<file path="config.mk">
export PLATFORM = sky130hd
export DESIGN_NAME = debounce_bank
export DESIGN_NICKNAME = d
export VERILOG_FILES = /design/src/rtl/debounce_bank.sv
export SDC_FILE = /design/constraint.sdc
export NUM_CORES = 1
export LEC_CHECK = 0
export CORE_MARGIN = 8
export CORE_UTILIZATION = 42
export DETAILED_ROUTE_END_ITERATION = 8
export GPL_TIMING_DRIVEN = 0
export SYNTH_ARGS = -nofsm -noshare
export SYNTH_HDL_FRONTEND = slang
export SYNTH_SLANG_ARGS = --single-unit
</file>
<file path="constraint.sdc">
create_clock -name clk -period 4.12 [get_ports clk]
set_input_delay 0.618 -clock clk [delete_from_list [all_inputs] [get_ports clk]]
set_output_delay 0.618 -clock clk [all_outputs]
set_load 0.005 [all_outputs]
</file>
<file path="src/rtl/debounce_bank.sv">
// Multi-channel synchronising switch debouncer with rise/fall event pulses.
// Optional sticky event flags and interrupt are built when DEBOUNCE_IRQ_EN is defined.
module debounce_bank #(
    parameter int unsigned CHANNELS    = 4,
    parameter int unsigned CNT_W       = 11,
    parameter int unsigned SYNC_STAGES = 2
) (
    input  logic                clk,
    input  logic                rst,
    input  logic                en,
    input  logic [CNT_W-1:0]    threshold,
    input  logic [CHANNELS-1:0] din,
    output logic [CHANNELS-1:0] dout,
    output logic [CHANNELS-1:0] rise,
    output logic [CHANNELS-1:0] fall,
    output logic                busy,
    input  logic [CHANNELS-1:0] evt_clr,
    output logic [CHANNELS-1:0] pending,
    output logic                irq
);

    typedef enum logic [1:0] {
        IDLE_LO = 2'd0,
        PEND_HI = 2'd1,
        IDLE_HI = 2'd2,
        PEND_LO = 2'd3
    } state_t;

    logic [CHANNELS-1:0] r_sync [SYNC_STAGES];
    logic [CNT_W-1:0]    r_cnt  [CHANNELS];
    logic [CHANNELS-1:0] r_dout;
    logic [CHANNELS-1:0] r_rise;
    logic [CHANNELS-1:0] r_fall;
    logic                r_busy;

    logic [CHANNELS-1:0] w_s;
    logic [CHANNELS-1:0] w_s_nxt;
    logic [CNT_W:0]      w_thr_eff;
    state_t              w_state    [CHANNELS];
    logic [CNT_W-1:0]    w_cnt_nxt  [CHANNELS];
    logic [CHANNELS-1:0] w_dout_nxt;
    logic [CHANNELS-1:0] w_rise_nxt;
    logic [CHANNELS-1:0] w_fall_nxt;
    logic                w_busy_nxt;

    assign w_s       = r_sync[SYNC_STAGES-1];
    assign w_s_nxt   = r_sync[SYNC_STAGES-2];
    assign w_thr_eff = (threshold == '0) ? (CNT_W+1)'(1) : {1'b0, threshold};

    // State register: synchroniser chain, counters, stable level and event pulses.
    always_ff @(posedge clk) begin
        if (!rst) begin
            for (int k = 0; k < SYNC_STAGES; k++) r_sync[k] <= '0;
            for (int i = 0; i < CHANNELS; i++) r_cnt[i] <= '0;
            r_dout <= '0;
            r_rise <= '0;
            r_fall <= '0;
            r_busy <= 1'b0;
        end else begin
            r_sync[0] <= din;
            for (int k = 1; k < SYNC_STAGES; k++) r_sync[k] <= r_sync[k-1];
            for (int i = 0; i < CHANNELS; i++) r_cnt[i] <= w_cnt_nxt[i];
            r_dout <= w_dout_nxt;
            r_rise <= w_rise_nxt;
            r_fall <= w_fall_nxt;
            r_busy <= w_busy_nxt;
        end
    end

    // Next-state: count qualifying mismatching samples, flip once the threshold is reached.
    always_comb begin
        w_dout_nxt = r_dout;
        for (int i = 0; i < CHANNELS; i++) begin
            w_cnt_nxt[i] = r_cnt[i];
            w_state[i]   = state_t'({r_dout[i], (r_cnt[i] != '0) || (w_s[i] != r_dout[i])});
            case (w_state[i])
                IDLE_LO, IDLE_HI: w_cnt_nxt[i] = '0;
                PEND_HI, PEND_LO: begin
                    // A leftover count with the input back at the stable level is a glitch.
                    if (w_s[i] == r_dout[i]) begin
                        w_cnt_nxt[i] = '0;
                    end else if (en) begin
                        if (({1'b0, r_cnt[i]} + (CNT_W+1)'(1)) >= w_thr_eff) begin
                            w_dout_nxt[i] = ~r_dout[i];
                            w_cnt_nxt[i]  = '0;
                        end else begin
                            w_cnt_nxt[i] = r_cnt[i] + CNT_W'(1);
                        end
                    end
                end
                default: w_cnt_nxt[i] = '0;
            endcase
        end
    end

    // Output decode: busy looks one sample ahead so the register matches the current state.
    always_comb begin
        w_rise_nxt = w_dout_nxt & ~r_dout;
        w_fall_nxt = ~w_dout_nxt & r_dout;
        w_busy_nxt = 1'b0;
        for (int i = 0; i < CHANNELS; i++) begin
            if ((w_cnt_nxt[i] != '0) || (w_s_nxt[i] != w_dout_nxt[i])) w_busy_nxt = 1'b1;
        end
    end

    assign dout = r_dout;
    assign rise = r_rise;
    assign fall = r_fall;
    assign busy = r_busy;

`ifdef DEBOUNCE_IRQ_EN
    logic [CHANNELS-1:0] r_pending;
    logic                r_irq;
    logic [CHANNELS-1:0] w_pending_nxt;

    // Sticky flags: a new event wins over a simultaneous clear.
    assign w_pending_nxt = (r_pending & ~evt_clr) | r_rise | r_fall;

    always_ff @(posedge clk) begin
        if (!rst) begin
            r_pending <= '0;
            r_irq     <= 1'b0;
        end else begin
            r_pending <= w_pending_nxt;
            r_irq     <= |w_pending_nxt;
        end
    end

    assign pending = r_pending;
    assign irq     = r_irq;
`else
    logic w_unused_evt_clr;
    assign w_unused_evt_clr = ^evt_clr;
    assign pending          = '0;
    assign irq              = 1'b0;
`endif

endmodule

</file>
==> metrics <==
most frequent cells in the layout=nor2_1, dfxtp_1, nand2_1; fin nets=768; Mapped Cells=652; core region area=12,010 µm²; min Tclk post-route=3920 ps; later-pin clock latency in the skew report=340 ps; Final Hold Viols=0; register bit total from synthesis=65; Worst Hold Class=reg -> reg; die height=126.8 µm; clock root cell=clkbuf_16; Slew HR=0.4727; Port Buffer Count=29; dominant cell type by area after synthesis=dfxtp_1; Worst Max-Slew Pin Slew=790.9 ps; leak pwr=2.459 nW; Required @ worst endpoint=4300 ps; first-pass GRT wire length=22,730 µm; ys async rst share=0; DR WL/cell=16.21 µm; maximum clock rate=255.1 MHz; clk_skew=7.557 ps; CTS clock-pin slew for the worst setup and hold paths=50 ps; fin. max-slew vios=0; I/O pins=40; area share of the largest cell type after synthesis=0.2525; DR pass1 iterations=5; antenna-violating nets left=0; vias in the first global route=4,488; FILL cells=1,178; CTS Buf Count=9; synth unique cells=69; post-synthesis cell area=5154 µm²; via count=4,718; Die Width=126.8 µm; max cap viols=0; GRT overflow=0; yosys warns=0; critical path data arrival time=4100 ps; Seq/Total Area, Yosys=0.2525; pwr/cell area=253.3 nW/µm²; Synth area leaders=dfxtp_1, ha_1, xnor2_1; n_diodes=0; Synth Flop Type=dfxtp_1; All-Layer GR Usage=0.1766; Crit Path Max Fanout=4; crit share post-route=0.9515; Startpoint Class=input port; crit path kind=in -> reg; layout cells sized above 1=0.07133; outcome=finished clean; placed cell count=832; initial DRC count=382; H-tree lvl count=3; CTS sink count=65; crit end category=flop; Core Rows=40; Worst VDD drop=209.7 µV; WL final=13,740 µm; Synth Area per Inst=7.904 µm²; Avg Vias per Cell=5.564; initial antenna violation count=0; hpwl dp=10,400 µm; final std cells w/o fill=848; maximum clock path buffer count=2; final RePlAce weighted congestion=0.8534; commonest non-fill, non-tap cell in the layout=nor2_1; setup ws final=199.7 ps; setup violators final=0; DRC errors left=0; area growth from synthesis to layout=15.97%; Starting Density=0.4291; EDFF count, synth=0; CTS tree=done; largest net degree at the start of global routing=11; die area=16,070 µm²; Place WS=-335.1 ps
## logic make-up (layout without fill, tap and decap cells)
logic type | count (synthesis) | count (layout) | share of synthesized area
buf+inv | 79 | 124 | 0.06798
compound gates | 95 | 95 | 0.1411
simple gates | 269 | 269 | 0.2554
fa+ha+maj | 48 | 48 | 0.1165
other cells | 1 | 5 | 0.0007276
xor+xnor | 88 | 88 | 0.1522
mux | 7 | 7 | 0.01360
flops | 65 | 65 | 0.2525
## worst max-delay path, stage by stage
cell and delay (ps):
clkdlybuf4s50_1 440, nor4_2 360, a41o_2 330, ha_1 250, nand2b_1 170, a2111oi_4 370
o211a_1 200, or4_4 110, o41ai_2 100, o41ai_4 440, o221ai_1 210, a2111oi_2 310
a41oi_1 180
## registers in the layout (all words and copies together), names as in the netlist
name,count
r_cnt,44
r_sync,8
dout,4
fall,4
rise,4
busy,1
## per-stage QoR
stage          total power, W  hold WS [ps]  instance area (µm²)  TNS, ps    util
6_report             0.001514         512.7                 5977        0  0.4976
5_1_grt              0.001569         530.2                 5977   -6.835  0.4976
4_1_cts              0.001531         507.1                 5933        0  0.4940
3_5_place_dp        0.0007772         495.9                 5643    -3630  0.4698
3_3_place_gp        0.0007743         495.1                 5643    -3192  0.4698
2_1_floorplan       0.0007252         457.9                 5169        0       -
## final timing paths
path | from | end | slack, ps | depth (start not counted)
min reg2reg | r_sync[0][1] | r_sync[0][5] | 510 | 1
max | threshold[7] | busy | 200 | 13
min | r_sync[0][1] | r_sync[0][5] | 510 | 1
max reg2reg | r_cnt[2][0] | busy | 360 | 15
## layout make-up
type                            instances  area, µm²  share of cell area
Multi-Input combinational cell        512       3548              0.5937
Sequential cell                        65       1301              0.2177
Tap cell                              147      183.9             0.03077
Timing Repair Buffer                   31      307.8             0.05150
Clock inverter                          3      42.54            0.007117
Buffer                                 47      230.2             0.03852
Inverter                               32      120.1             0.02010
Clock buffer                           11      242.7             0.04061
## cells in the mapped netlist (7+ instances only)
| cell type | n |
|---|---|
| a211oi_1 | 7 |
| nor2_1 | 83 |
| nor3_1 | 29 |
| ha_1 | 48 |
| o21ai_0 | 17 |
| inv_1 | 32 |
| clkbuf_1 | 25 |
| a31oi_1 | 7 |
| nand4_1 | 18 |
| xnor2_1 | 44 |
| and2_1 | 11 |
| buf_4 | 10 |
| xor2_1 | 43 |
| nand3_1 | 30 |
| dfxtp_1 | 65 |
| a21oi_1 | 13 |
| and3_1 | 13 |
| nand2_1 | 49 |
| mux2i_1 | 7 |
## metal layers
layer,vias up,global-route usage,share of wire
met5,-,0,0
met4,0,0.07698,0.022
met3,22,0.04106,0.060
met2,122,0.2610,0.42
met1,2223,0.2390,0.50
li1,2351,-,-
## where the power goes
| group | internal [W] | total [W] | switching, W |
|---|---|---|---|
| Sequential | 0.000635 | 0.000640 | 0.00000548 |
| Clock | 0.000476 | 0.000746 | 0.000270 |
| Combinational | 0.0000527 | 0.000128 | 0.0000748 |
| Total | 0.00116 | 0.00151 | 0.000350 |
## repair_timing
item                       CTS  global route
setup endpoints to repair    1             6
pin swaps                    0             2
hold buffers                 0             0
resized for setup            1             5
buffers inserted             0             2
No activity file was read; power rests on OpenSTA's default activity.
